`src/rtl/eth_pkg.sv`:
```
// rtl/eth_pkg.sv - shared types and 20 MHz timing constants for the 10BASE-T transmit path
package eth_pkg;

    typedef enum logic [2:0] {
        ST_IDLE,
        ST_NLP,
        ST_FSTART,
        ST_FRAME,
        ST_IFG
    } tx_sched_state_t;

    // 20 MHz PHY clock timing
    localparam int NLP_PERIOD    = 320000;  // 16 ms between normal link pulses
    localparam int IFG_CYCLES    = 192;     // 9.6 us inter-frame gap
    localparam int NLP_HOLD      = 4;       // 2-cycle pulse plus 2 guard cycles
    localparam int START_TIMEOUT = 64;      // frame_go to frame_busy allowance

    function automatic int max3(input int a, input int b, input int c);
        int m;
        m = (a > b) ? a : b;
        return (m > c) ? m : c;
    endfunction

    // Width of a counter holding 0..n-1, never narrower than one bit
    function automatic int cnt_width(input int n);
        return (n > 1) ? $clog2(n) : 1;
    endfunction

endpackage

```
`src/rtl/eth_tx_timer.sv`:
```
// rtl/eth_tx_timer.sv - loadable down-counter with a done flag, shared state-timer
module eth_tx_timer #(
    parameter int W = 8
) (
    input  logic         clk_i,
    input  logic         reset_i,
    input  logic         load_i,
    input  logic [W-1:0] load_val_i,
    output logic         done_o
);

    logic [W-1:0] cnt_q;
    logic [W-1:0] cnt_d;

    // Load wins over counting; the counter parks at zero once expired
    always_comb begin
        cnt_d = cnt_q;
        if (load_i) begin
            cnt_d = load_val_i;
        end else if (cnt_q != '0) begin
            cnt_d = cnt_q - W'(1);
        end
    end

    // Counter register
    always_ff @(posedge clk_i) begin
        if (reset_i) begin
            cnt_q <= '0;
        end else begin
            cnt_q <= cnt_d;
        end
    end

    // Loading N-1 makes done rise on the Nth cycle after the load
    assign done_o = (cnt_q == '0);

endmodule

```
`src/rtl/eth_tx_sched.sv`:
```
// rtl/eth_tx_sched.sv - schedules link pulses and frame starts on the 10BASE-T TX line
module eth_tx_sched #(
    parameter int NLP_PERIOD    = eth_pkg::NLP_PERIOD,
    parameter int NLP_HOLD      = eth_pkg::NLP_HOLD,
    parameter int IFG_CYCLES    = eth_pkg::IFG_CYCLES,
    parameter int START_TIMEOUT = eth_pkg::START_TIMEOUT
) (
    input  logic clk,
    input  logic reset,
    input  logic enable,
    input  logic frame_req,
    input  logic frame_busy,
    output logic frame_ack,
    output logic frame_go,
    output logic nlp_go,
    output logic tx_sel,
    output logic led_tx,
    output logic err_timeout
);

    import eth_pkg::*;

    localparam int NLP_W = cnt_width(NLP_PERIOD);
    localparam int TMR_W = cnt_width(max3(NLP_HOLD, START_TIMEOUT, IFG_CYCLES));

    localparam logic [NLP_W-1:0] NLP_LAST = NLP_W'(NLP_PERIOD - 1);
    localparam logic [TMR_W-1:0] HOLD_LD  = TMR_W'(NLP_HOLD - 1);
    localparam logic [TMR_W-1:0] START_LD = TMR_W'(START_TIMEOUT - 1);
    localparam logic [TMR_W-1:0] IFG_LD   = TMR_W'(IFG_CYCLES - 1);

    tx_sched_state_t state_q;
    tx_sched_state_t state_d;

    logic             tmr_load;
    logic [TMR_W-1:0] tmr_val;
    logic             tmr_done;

    logic [NLP_W-1:0] nlp_cnt_q;
    logic             nlp_due;
    logic             nlp_clr;

    logic frame_go_q, frame_go_d;
    logic nlp_go_q,   nlp_go_d;
    logic tx_sel_q,   tx_sel_d;
    logic led_tx_q,   led_tx_d;
    logic err_q,      err_d;

    eth_tx_timer #(
        .W (TMR_W)
    ) u_timer (
        .clk_i      (clk),
        .reset_i    (reset),
        .load_i     (tmr_load),
        .load_val_i (tmr_val),
        .done_o     (tmr_done)
    );

    assign nlp_due = (nlp_cnt_q == NLP_LAST);

    // The link-pulse cadence restarts after a pulse and after any frame activity
    assign nlp_clr = nlp_go_q || ((state_q == ST_IFG) && (state_d == ST_IDLE));

    // Free-running link-pulse counter, saturating at the due value
    always_ff @(posedge clk) begin
        if (reset) begin
            nlp_cnt_q <= '0;
        end else if (nlp_clr) begin
            nlp_cnt_q <= '0;
        end else if (!nlp_due) begin
            nlp_cnt_q <= nlp_cnt_q + NLP_W'(1);
        end
    end

    // State register
    always_ff @(posedge clk) begin
        if (reset) begin
            state_q <= ST_IDLE;
        end else begin
            state_q <= state_d;
        end
    end

    // Next-state logic; the shared timer is loaded on entry to each timed state
    always_comb begin
        state_d  = state_q;
        tmr_load = 1'b0;
        tmr_val  = '0;
        case (state_q)
            ST_IDLE: begin
                if (enable && nlp_due) begin
                    state_d  = ST_NLP;
                    tmr_load = 1'b1;
                    tmr_val  = HOLD_LD;
                end else if (enable && frame_req) begin
                    state_d  = ST_FSTART;
                    tmr_load = 1'b1;
                    tmr_val  = START_LD;
                end
            end
            ST_NLP: begin
                if (tmr_done) begin
                    state_d = ST_IDLE;
                end
            end
            ST_FSTART: begin
                if (frame_busy) begin
                    state_d = ST_FRAME;
                end else if (tmr_done) begin
                    state_d  = ST_IFG;
                    tmr_load = 1'b1;
                    tmr_val  = IFG_LD;
                end
            end
            ST_FRAME: begin
                if (!frame_busy) begin
                    state_d  = ST_IFG;
                    tmr_load = 1'b1;
                    tmr_val  = IFG_LD;
                end
            end
            ST_IFG: begin
                if (tmr_done) begin
                    state_d = ST_IDLE;
                end
            end
            default: begin
                state_d = ST_IDLE;
            end
        endcase
    end

    // Outputs derived from the upcoming state so they register alongside it
    always_comb begin
        nlp_go_d   = (state_q == ST_IDLE) && (state_d == ST_NLP);
        frame_go_d = (state_q == ST_IDLE) && (state_d == ST_FSTART);
        tx_sel_d   = (state_d inside {ST_FSTART, ST_FRAME, ST_IFG});
        led_tx_d   = (state_d != ST_FRAME);
        err_d      = err_q || ((state_q == ST_FSTART) && (state_d == ST_IFG));
    end

    // Output registers
    always_ff @(posedge clk) begin
        if (reset) begin
            frame_go_q <= 1'b0;
            nlp_go_q   <= 1'b0;
            tx_sel_q   <= 1'b0;
            led_tx_q   <= 1'b1;
            err_q      <= 1'b0;
        end else begin
            frame_go_q <= frame_go_d;
            nlp_go_q   <= nlp_go_d;
            tx_sel_q   <= tx_sel_d;
            led_tx_q   <= led_tx_d;
            err_q      <= err_d;
        end
    end

    assign frame_go    = frame_go_q;
    assign frame_ack   = frame_go_q;
    assign nlp_go      = nlp_go_q;
    assign tx_sel      = tx_sel_q;
    assign led_tx      = led_tx_q;
    assign err_timeout = err_q;

endmodule

```
`config.mk`:
```
export PLATFORM = sky130hd
export DESIGN_NAME = eth_tx_sched
export DESIGN_NICKNAME = d
export VERILOG_FILES = /design/src/rtl/eth_pkg.sv /design/src/rtl/eth_tx_timer.sv /design/src/rtl/eth_tx_sched.sv
export SDC_FILE = /design/constraint.sdc
export NUM_CORES = 1
export LEC_CHECK = 0
export ABC_CLOCK_PERIOD_IN_PS = 3450
export BUFFER_PORTS_ARGS = -buffer_cell sky130_fd_sc_hd__buf_2
export CAP_MARGIN = 40
export CORE_MARGIN = 2
export CORE_UTILIZATION = 55
export CTS_CLUSTER_DIAMETER = 150
export DETAILED_ROUTE_END_ITERATION = 10
export PLACE_DENSITY = 0.73
export SETUP_SLACK_MARGIN = 0.2
export SYNTH_ARGS = -nofsm -noshare
export SYNTH_HDL_FRONTEND = slang
export SYNTH_SLANG_ARGS = --single-unit
```
`constraint.sdc`:
```
create_clock -name clk -period 3.45 [get_ports clk]
set_input_delay 0.69 -clock clk [delete_from_list [all_inputs] [get_ports clk]]
set_output_delay 0.69 -clock clk [all_outputs]
set_load 0.02 [all_outputs]
```
======== Yosys cells after proc, flatten, opt, wreduce, memory -nomap -nowiden ========
Cells that the tools add are included.
storage, ports and cells
  output and inout port bits .............. 6
  bits of input ports ..................... 5
  word-level logic and storage cells ...... 57
  register bits ........................... 35
cells by class
  multiplexer cells ....................... 21
  equality and inequality tests ........... 10
  reductions and logical operators ........ 16
  add/sub/neg operators ................... 2
operator list
  kind                                                                     count
  8-bit two-way mux                                                        5
  8-bit one-hot mux with 3 select lines                                    1
  19-bit by 1-bit adder with 19-bit output, second input constant          1
  19-bit == test, second input constant                                    1
  3-bit two-way mux                                                        6
  3-bit by 2-bit == test with 1-bit output, second input constant          4
  6-bit two-way mux                                                        2
  3-bit one-hot mux with 4 select lines                                    1
  8-bit zero test                                                          1
  8-bit nonzero test                                                       1
  8-bit by 1-bit subtractor with 8-bit output, second input constant       1
  3-bit by 1-bit == test with 1-bit output, second input constant          2
  3-bit == test, second input constant                                     2
  1-bit logical AND                                                        6
  3-bit zero test                                                          2
  1-bit two-way mux                                                        5
  2-bit OR reduction                                                       2
  3-bit by 2-bit inequality test with 1-bit output, second input constant  1
  1-bit one-hot mux with 3 select lines                                    1
  3-bit nonzero test                                                       1
  1-bit logical OR                                                         2
  2-bit nonzero test                                                       1

======== Depth between registers and ports, before layout ========
Gate-level depths: netlist (run 1).
  depth after elaboration ................. 8
  depth in mapped cells ................... 9
  mapped depth without buffers ............ 7

======== By module ========
Synthesis (run 1) repeated with hierarchy kept, for this count alone.
second synthesis, totals
  cells, all modules ...................... 206
  area total of the unflattened synthesis .. 1759.2 um2
by module, submodules not included
  module        area an instance (um2)  sequential area each (um2)  instances  cells an instance
  eth_tx_sched  1283.7                  540.5                       1          153
  eth_tx_timer  475.5                   160.2                       1          53

======== Worst setup path before layout (run 1) ========
OpenSTA, ideal clock, no wires.
  path type ............................... flip-flop to flip-flop
  start point ............................. register u_timer.cnt_q[0]
  end point ............................... register nlp_cnt_q[10]
  arrival time ............................ 1.781 ns
  library setup time ...................... 0.117 ns
  data required time ...................... 3.333 ns
  clock period less this slack ............ 1.898 ns
  slack ................................... 1.552 ns
  path buffers ............................ 3
  cell stages (with the launch flop) ...... 10
  cells stage by stage .................... dfxtp_1 inv_1 ha_1 nor3b_1 and2_1 buf_2 a311o_1 buf_2 buf_2 nor2_1
between the ends
  cells in the longest elaborated chain, start to end .. 8
  elaborated cells between the ends (all ways) .. 9
  those cells by class .................... mux: 4; reduce/logical: 5
RTL lines
  what                                       RTL line             RTL
  start, declared                            eth_tx_timer.sv:12   logic [W-1:0] cnt_q;
  start signal, assigned                     eth_tx_timer.sv:30   cnt_q <= cnt_d;
  8-bit zero test (*)                        eth_tx_timer.sv:35   assign done_o = (cnt_q == '0);
  3-bit two-way mux                          eth_tx_sched.sv:108  end else if (tmr_done) begin
  3-bit two-way mux                          eth_tx_sched.sv:106  if (frame_busy) begin
  3-bit one-hot mux with 4 select lines (*)  eth_tx_sched.sv:88   case (state_q)
  3-bit zero test (*)                        eth_tx_sched.sv:61   assign nlp_clr = nlp_go_q || ((state_q == ST_IFG) && (state_d == ST_IDLE));
  1-bit logical AND (*)                      eth_tx_sched.sv:61
  1-bit logical OR (*)                       eth_tx_sched.sv:61
  2-bit OR reduction (no line) (*)           --
  end signal, assigned                       eth_tx_sched.sv:70   nlp_cnt_q <= nlp_cnt_q + NLP_W'(1);
  end, declared                              eth_tx_sched.sv:38   logic [NLP_W-1:0] nlp_cnt_q;
Mark *: on every way between the ends. The rest lies on a longest branch, timed or not.
A chain may end at the register's enable or synchronous reset.

======== Final worst setup path (run 1) ========
  start point ............................. register u_timer.cnt_q[0]
  end point ............................... register nlp_cnt_q[14]
Same word-level chain as after synthesis.

==> results of run 1 <==
## where the power goes
group	switching [mW]	leakage, nW	internal [mW]
clock network	0.134	0.0386	0.120
logic	0.198	0.370	0.154
registers	0.0501	0.285	0.456
## worst max-delay path by stage
stage	to	slack (ns)	cells past startpoint	start
floorplan	nlp_cnt_q[10]	1.55	9	u_timer.cnt_q[0]
global placement	nlp_cnt_q[8]	1.23	6	u_timer.cnt_q[0]
detailed placement	nlp_cnt_q[6]	1.04	6	u_timer.cnt_q[0]
CTS	nlp_cnt_q[14]	1.02	6	u_timer.cnt_q[0]
global route	nlp_cnt_q[14]	0.76	6	u_timer.cnt_q[0]
finish	nlp_cnt_q[14]	1.04	6	u_timer.cnt_q[0]
## per-layer routing
layer	vias to the layer above	share of wire	track usage
met2	32	0.45	0.305
met5	-	0	0
li1	711	-	-
met3	7	0.037	0.0480
met4	0	0.019	0.104
met1	646	0.50	0.305
## area by class of cell
class / instances / area (um2) / share of cell area
Tap cell: 33 / 41.3 / 0.0229
Clock buffer: 8 / 68.8 / 0.0381
Multi-Input combinational cell: 147 / 932 / 0.517
Inverter: 3 / 11.3 / 0.00624
Sequential cell: 35 / 701 / 0.388
Timing Repair Buffer: 10 / 50.0 / 0.0277
## cells by family after synthesis
kind of cell,Yosys count
AND/OR/NAND/NOR,86
AO/OA/AOI/OAI,39
flip-flops,35
XOR/XNOR,19
buffers and inverters,9
adder cells (fa/ha/maj),3
## synth_stat cells, types with 4 or more instances
cell type   n
a21oi_1    11
nand2_1    16
xnor2_1     5
nand3_1     9
and3_1      5
nor3_1      4
xor2_1     14
o21ai_1     5
nor2_1     25
dfxtp_1    35
o21ai_0     5
## critical path, cell delays in order, from the launching register on
cell     delay (ns)
dfxtp_1        0.35
inv_1          0.12
ha_1           0.16
nor3b_1        0.44
and2_1         0.39
a311o_1        0.68
nor2_1         0.13
## metrics by stage
stage	hold WS, ns	area [um2]	utilization	power [mW]	setup WS, ns
CTS	0.514	1800	0.606	1.12	1.02
detailed placement	0.490	1740	0.583	0.860	1.04
floorplan	0.462	1680	-	0.794	1.55
global placement	0.469	1740	0.583	0.851	1.23
finish	0.512	1800	0.606	1.11	1.04
global route	0.554	1800	0.606	1.19	0.759
## flip-flops by register name, summed over array words and instances (netlist names)
register       count
err_timeout        1
frame_ack          1
led_tx             1
nlp_cnt_q         19
nlp_go             1
state_q            3
tx_sel             1
u_timer.cnt_q      8
==> metrics.txt, run 1 <==
core area 2980 um2; Hold Path Depth 2; vias in the first global route 1252; TNS Setup 0 ns; Post-Synth XOR/XNOR Area 0.0990; synth warn 0; vias per cell 5.92; Power Density 617 nW/um2; Finished Layout Cells 236; Hold Path Sink err_timeout; DP HPWL 2.30 mm; most used flip-flop cell after synthesis dfxtp_1; ANT cells 0; HP Class reg2reg; Root Buffer clkbuf_4; Synth area leaders dfxtp_1 (42%), xor2_1 (7.3%), nor2_1 (5.6%); Die Ht 59.3 um; Synth Area in Simple Gates 0.279; worst-case reg-to-reg path depth 6; R2R Setup Slk 1.04 ns; endpoints failing setup 0; hold path startpoint err_timeout; CTS clk-pin slew, worst paths 0.10 ns; htree depth 2; Leak 0.694 nW; final worst path period share 0.698; Worst Setup Start Kind flip-flop; register bit total from synthesis 35; Port Buffers 10; Post-Syn Area per Cell 8.80 um2; Post-synth EDFFs 0; DR DRC count 0; Crit path arrival time 2.61 ns; maxcap violations 0; WL/cell 13.8 um; gpl congestion 0.792; Compound-Gate Fraction of Synth Area 0.154; aggregate global-route resource usage 0.214; global-route wire length before repair 5.64 mm; synthesized area 1680 um2; via count 1396; commonest non-fill, non-tap cells in the layout dfxtp_1 (35), nor2_1 (25), nand2_1 (16), xor2_1 (14), a21oi_1 (11); clk_lat worst skew 0.34 ns; Hold-fix buffers, CTS 0; largest net degree at the start of global routing 20; placed cell count 228; WS Path Type reg2reg; register area share after synthesis 0.417; Synth Instances 191; post-route ant nets 0; f_max 0.415 GHz; Async SR Flop Fraction 0; area leader, netlist dfxtp_1; Worst Path Max Fanout 19; synth unique cells 43; reg2reg start u_timer.cnt_q[0]; # rows 20; Net Count, Synth 199; CTS tree done; CP required 3.65 ns; FF-to-FF End nlp_cnt_q[14]; WL final 3.26 mm; number of top-level pins 11; initial antenna violation count 0; DR iter-0 viols 61; count of filler cells inserted in the layout 263; Clock Skew 0.00361 ns; Starting Density 0.565; Worst VDD drop 0.000307 V; total iterations of the first detailed-routing run 4; Die W 59.3 um; layout cell share with drive strength beyond 1 0.128; post-synthesis adder-cell area fraction 0.0223; Nets 210; final hold vios 0; Area Overhead vs Synth 7.29%; post_cts resized 0; Yosys top cell area share 0.417; clock sink count 35; Max clock buf depth 2; most common cell after layout, fill and taps aside dfxtp_1; actual slew at the worst max-slew pin 0.912 ns; RSZ-0062 raised after global routing false; total CTS buffers 5; slew margin rel. 0.387; postcts setup bufs 0; Final Slew Violations 0; Tmin final 2.41 ns; Congestion Overflow GR 0; Die ar. 3520 um2; status completed; mux cell area share after synthesis 0; largest family of logic cells by synthesized area simple AND/OR/NAND/NOR gates; Crit. End Element flip-flop
Power figures use the tool's default switching activity.
==> run 2, diff against run 1 <==
ABC_AREA = 1   (was not set)
ABC_CLOCK_PERIOD_IN_PS = 2400   (was 3450)
clock period = 2.4 ns   (was 3.45 ns; I/O delays follow)
==> metrics.txt, run 2 <==
Tmin final 1.76 ns; endpoints failing setup 0; final hold vios 0; WL/cell 11.2 um; global-route wire length before repair 6.60 mm; most common cell after layout, fill and taps aside nand2_1; Async SR Flop Fraction 0; Crit path arrival time 2.00 ns; Worst Path Max Fanout 7; Post-synth EDFFs 0; CP max stage cell dfxtp_1; slew margin rel. 0.673; Crit. End Element flip-flop; Area Overhead vs Synth 7.70%; Max clock buf depth 2; total iterations of the first detailed-routing run 5; vias in the first global route 1506; Final Slew Violations 0; largest net degree at the start of global routing 20; ANT cells 0; Hold-fix buffers, CTS 0; Biggest register nlp_cnt_q; initial antenna violation count 0; WS Path Type reg2reg; most frequent cells after synthesis nand2_1 (57), dfxtp_1 (35), inv_1 (35); Die Ht 64.3 um; number of flip-flops under the largest register name 19; CTS tree done; most instantiated library cell after synthesis nand2_1; clock sink count 35; TNS Setup 0 ns; synth unique cells 32; postcts setup bufs 0; Yosys top cell area share 0.351; clk_lat worst skew 0.34 ns; core area 3420 um2; post-route ant nets 0; Power Density 913 nW/um2; HP Class in2reg; register bit total from synthesis 35; synth warn 0; Die ar. 4130 um2; Synth area leaders dfxtp_1 (35%), nand2_1 (11%), inv_1 (6.6%); most used flip-flop cell after synthesis dfxtp_1; Finished Layout Cells 331; area leader, netlist dfxtp_1; actual slew at the worst max-slew pin 0.487 ns; Worst VDD drop 0.000640 V; hold path startpoint reset; Synth Instances 270; worst-case reg-to-reg path depth 8; Post-Syn Area per Cell 7.40 um2; register area share after synthesis 0.351; maxcap violations 0; f_max 0.567 GHz; DR iter-0 viols 84; FF-to-FF End u_timer.cnt_q[4]; post_cts resized 0; synthesized area 2000 um2; final worst path period share 0.735; Leak 0.887 nW; gpl congestion 0.845; crit-path most repeated cell nand2_1; Nets 292; layout cell share with drive strength beyond 1 0.189; DR DRC count 0; commonest non-fill, non-tap cells in the layout nand2_1 (57), inv_1 (35), dfxtp_1 (35), nor2_1 (27), nand3_1 (20); Hold Path Sink frame_ack; htree depth 2; status completed; Root Buffer clkbuf_4; via count 1695; Hold Path Depth 2; aggregate global-route resource usage 0.205; largest registers nlp_cnt_q x19, u_timer.cnt_q x8, state_q x3; R2R Setup Slk 0.64 ns; slowest stage delay, CP 0.36 ns; WL final 3.72 mm; placed cell count 323; RSZ-0062 raised after global routing false; vias per cell 5.12; total CTS buffers 5; CP required 2.63 ns; Worst Setup Start Kind flip-flop; Clock Skew 0.00567 ns; Starting Density 0.585; CTS clk-pin slew, worst paths 0.10 ns; Net Count, Synth 278; DP HPWL 2.82 mm; Die W 64.3 um; # rows 21; Congestion Overflow GR 0; number of top-level pins 11; Port Buffers 10; worst-path cell chain ha_1, nand3_2, nor3_4, nand3_4, a21oi_4, nand2_1, nand2_1, nor2_1; reg2reg start nlp_cnt_q[1]
[run 2: cell count changes after synthesis, sizes merged, moves of 6 or more]
cell and change:
nand2 +48, nor3 +7, nand4 +6, o21ai -6, inv +34, nor2 +13
nand3 +15, a21oi +8
[run 2: stage by stage]
step,power (mW),utilization,instance area [um2],hold WS (ns),setup WS [ns]
finish,1.97,0.630,2150,0.458,0.637
global route,2.11,0.630,2150,0.464,0.475
CTS,1.98,0.630,2150,0.450,0.618
detailed placement,1.60,0.610,2080,0.458,0.640
global placement,1.60,0.610,2080,0.467,0.672
floorplan,1.47,-,2000,0.452,0.842
[run 2: worst max path at each step]
| stage | start | to |
|---|---|---|
| 4_1_cts | nlp_cnt_q[1] | u_timer.cnt_q[3] |
| 2_1_floorplan | nlp_cnt_q[1] | u_timer.cnt_q[2] |
| 6_report | nlp_cnt_q[1] | u_timer.cnt_q[4] |
| 3_5_place_dp | nlp_cnt_q[1] | u_timer.cnt_q[3] |
| 3_3_place_gp | nlp_cnt_q[1] | u_timer.cnt_q[4] |
| 5_1_grt | nlp_cnt_q[1] | u_timer.cnt_q[3] |
[run 2: final cells by class]
class	instances	area [um2]
Fill cell	324	1260
Tap cell	46	57.6
Timing Repair Buffer	10	50.0
Sequential cell	35	701
Multi-Input combinational cell	195	1140
Clock buffer	8	68.8
Inverter	37	139
[run 2: cells by family after synthesis]
| kind of cell | share of synthesized area |
|---|---|
| buffers and inverters | 0.0808 |
| XOR/XNOR | 0.0701 |
| AO/OA/AOI/OAI | 0.0783 |
| adder cells (fa/ha/maj) | 0.0188 |
| flip-flops | 0.351 |
| AND/OR/NAND/NOR | 0.401 |
[run 2: where the power goes]
part           switching (mW)  leakage, nW  internal, mW  total (mW)
clock network           0.195       0.0386         0.172       0.367
registers              0.0771        0.285         0.676       0.753
logic                   0.517        0.563         0.328       0.845
total                   0.789        0.887          1.18        1.97
[run 2: worst max-delay path, delay by kind of cell, from the launching register on]
| family | cells | cell delay, ns |
|---|---|---|
| simple gates | 6 | 0.80 |
| flops | 1 | 0.36 |
| fa+ha+maj | 1 | 0.28 |
| compound gates | 1 | 0.20 |
[run 2: metal layers]
metal / vias up / track usage / share of wire
met1: 763 / 0.290 / 0.51
met3: 9 / 0.0423 / 0.044
met2: 28 / 0.306 / 0.43
met5: - / 0 / 0
met4: 0 / 0.0798 / 0.019
li1: 895 / - / -
==> run 3, diff against run 2 <==
ABC_CLOCK_PERIOD_IN_PS = 1500   (was 2400)
CORE_UTILIZATION = 54   (was 55)
PLACE_DENSITY = 0.75   (was 0.73)
clock period = 1.5 ns   (was 2.4 ns; I/O delays follow)
==> metrics.txt, run 3 (synthesis results as in run 2) <==
Logic pwr share 0.518; CP required 1.68 ns; number of top-level pins 11; ANT cells 0; DR DRC count 0; Port Buffers 10; HP Class in2reg; global-route wire length before repair 8.89 mm; status finished with violations; WL final 6.70 mm; Post-Place Setup Slack -0.0538 ns; Die Ht 64.8 um; switch share 0.409; Crit. End Element flip-flop; clock sink count 35; Switching Power 1.78 mW; Power Density 1480 nW/um2; TNS Setup -0.322 ns; count of filler cells inserted in the layout 196; post-route ant nets 0; Area Overhead vs Synth 47.7%; maxcap violations 0; vias per cell 5.75; # rows 22; Crit path arrival time 1.77 ns; Tmin final 1.59 ns; total iterations of the first detailed-routing run 5; gpl congestion 0.904; clock power share 0.199; most common cell after layout, fill and taps aside nand2_1; Die ar. 4200 um2; DP HPWL 3.35 mm; layout cell share with drive strength beyond 1 0.475; Starting Density 0.554; Total Power 4.36 mW; commonest non-fill, non-tap cells in the layout nand2_1 (50), buf_4 (44), inv_1 (30), dfxtp_1 (24); hold_ws 0.365 ns; failing checks negative setup slack; largest registers nlp_cnt_q x19, u_timer.cnt_q x8, state_q x3; Biggest register nlp_cnt_q; Leak 1.30 nW; DR iter-0 viols 220; Hold-fix buffers, CTS 0; slew margin rel. 0.398; multi-input combinational cell area 1470 um2; htree depth 2; Worst Slack Setup Final -0.0876 ns; CTS tree done; number of flip-flops under the largest register name 19; Final Slew Violations 0; Die W 64.8 um; f_max 0.630 GHz; Worst VDD drop 0.00126 V; final worst path period share 1.06; vias in the first global route 2120; Congestion Overflow GR 0; initial antenna violation count 0; Worst Setup Start Kind flip-flop; core area 3610 um2; clk_lat worst skew 0.29 ns; WS Path Type reg2reg; endpoints failing setup 11; Nets 344; aggregate global-route resource usage 0.276; Clock Skew 0.00598 ns; largest net degree at the start of global routing 13; Seq pwr share 0.283; sequential cell area 719 um2; final hold vios 0; actual slew at the worst max-slew pin 0.902 ns; Worst Path Max Fanout 8; RSZ-0062 raised after global routing true; Root Buffer clkbuf_8; fin area 2950 um2; total CTS buffers 5; via count 2212; DP Area 2360 um2; internal power 2.58 mW; WL/cell 17.4 um; Max clock buf depth 2; CTS clk-pin slew, worst paths 0.08 ns
==> run 3: cell types whose count changed in the layout (fill, tap and decap cells not counted), moves of 5 or more <==
cell	previous run	this run
nand2_1	57	50
inv_1	35	30
dfxtp_2	0	9
a21oi_2	4	14
nand2_8	0	5
dfxtp_1	35	24
buf_4	0	44
nor2_1	27	18
a21oi_1	14	2
nor2_4	1	6
clkbuf_4	5	0
==> run 3: power groups by stage <==
stage	clock network, mW	registers [mW]	logic, mW
3_3_place_gp	0	1.22	1.69
3_5_place_dp	0	1.23	1.73
5_1_grt	0.908	1.24	2.45
4_1_cts	0.868	1.22	1.97
6_report	0.868	1.24	2.26
2_1_floorplan	0	1.25	1.19
==> run 3: cell type report <==
cell class,instances,share of cell area
repair buffers,59,0.151
clock buffers,5,0.0233
well taps,48,0.0203
flip-flops and latches,35,0.244
multi-input cells,198,0.497
clock inverters,3,0.0148
inverters,37,0.0496
==> run 3: final timing paths <==
check / slack (ns) / cells past startpoint / start / to
worst max-delay path: -0.09 / 8 / nlp_cnt_q[9] / u_timer.cnt_q[7]
worst min-delay path: 0.37 / 3 / reset / u_timer.cnt_q[5]
worst max register to register: -0.09 / 8 / nlp_cnt_q[9] / u_timer.cnt_q[7]
worst min register to register: 0.50 / 2 / nlp_cnt_q[14] / nlp_cnt_q[14]
==> run 3: stage by stage <==
| step | instances | utilization |
|---|---|---|
| after global placement | 355 | 0.655 |
| after CTS | 382 | 0.767 |
| after floorplan | 270 | - |
| after detailed placement | 355 | 0.655 |
| final | 385 | 0.819 |
| after global routing | 385 | 0.819 |
==> run 3: worst max-delay path, cell delays in order, from the launching register on <==
cell and delay (ns):
dfxtp_1 0.35, inv_1 0.19, nand4_1 0.18, nor2_2 0.18
nand4_4 0.20, nand3_1 0.18, nand2_1 0.08, nand2_1 0.06
nor2_1 0.05
==> run 3: layer usage <==
layer  vias up  wire length [um]  global-route usage
li1       1000                 -                   -
met1      1030              2320               0.284
met2       130              3480               0.504
met3        52               449              0.0677
met4         0               458               0.157
met5         -                 0                   0
==> run 3: what timing repair did <==
item,4_1_cts,5_1_grt
resized for setup,35,40
buffers inserted,16,3
cloned,3,0
pin swaps,17,13
setup endpoints to repair,34,34
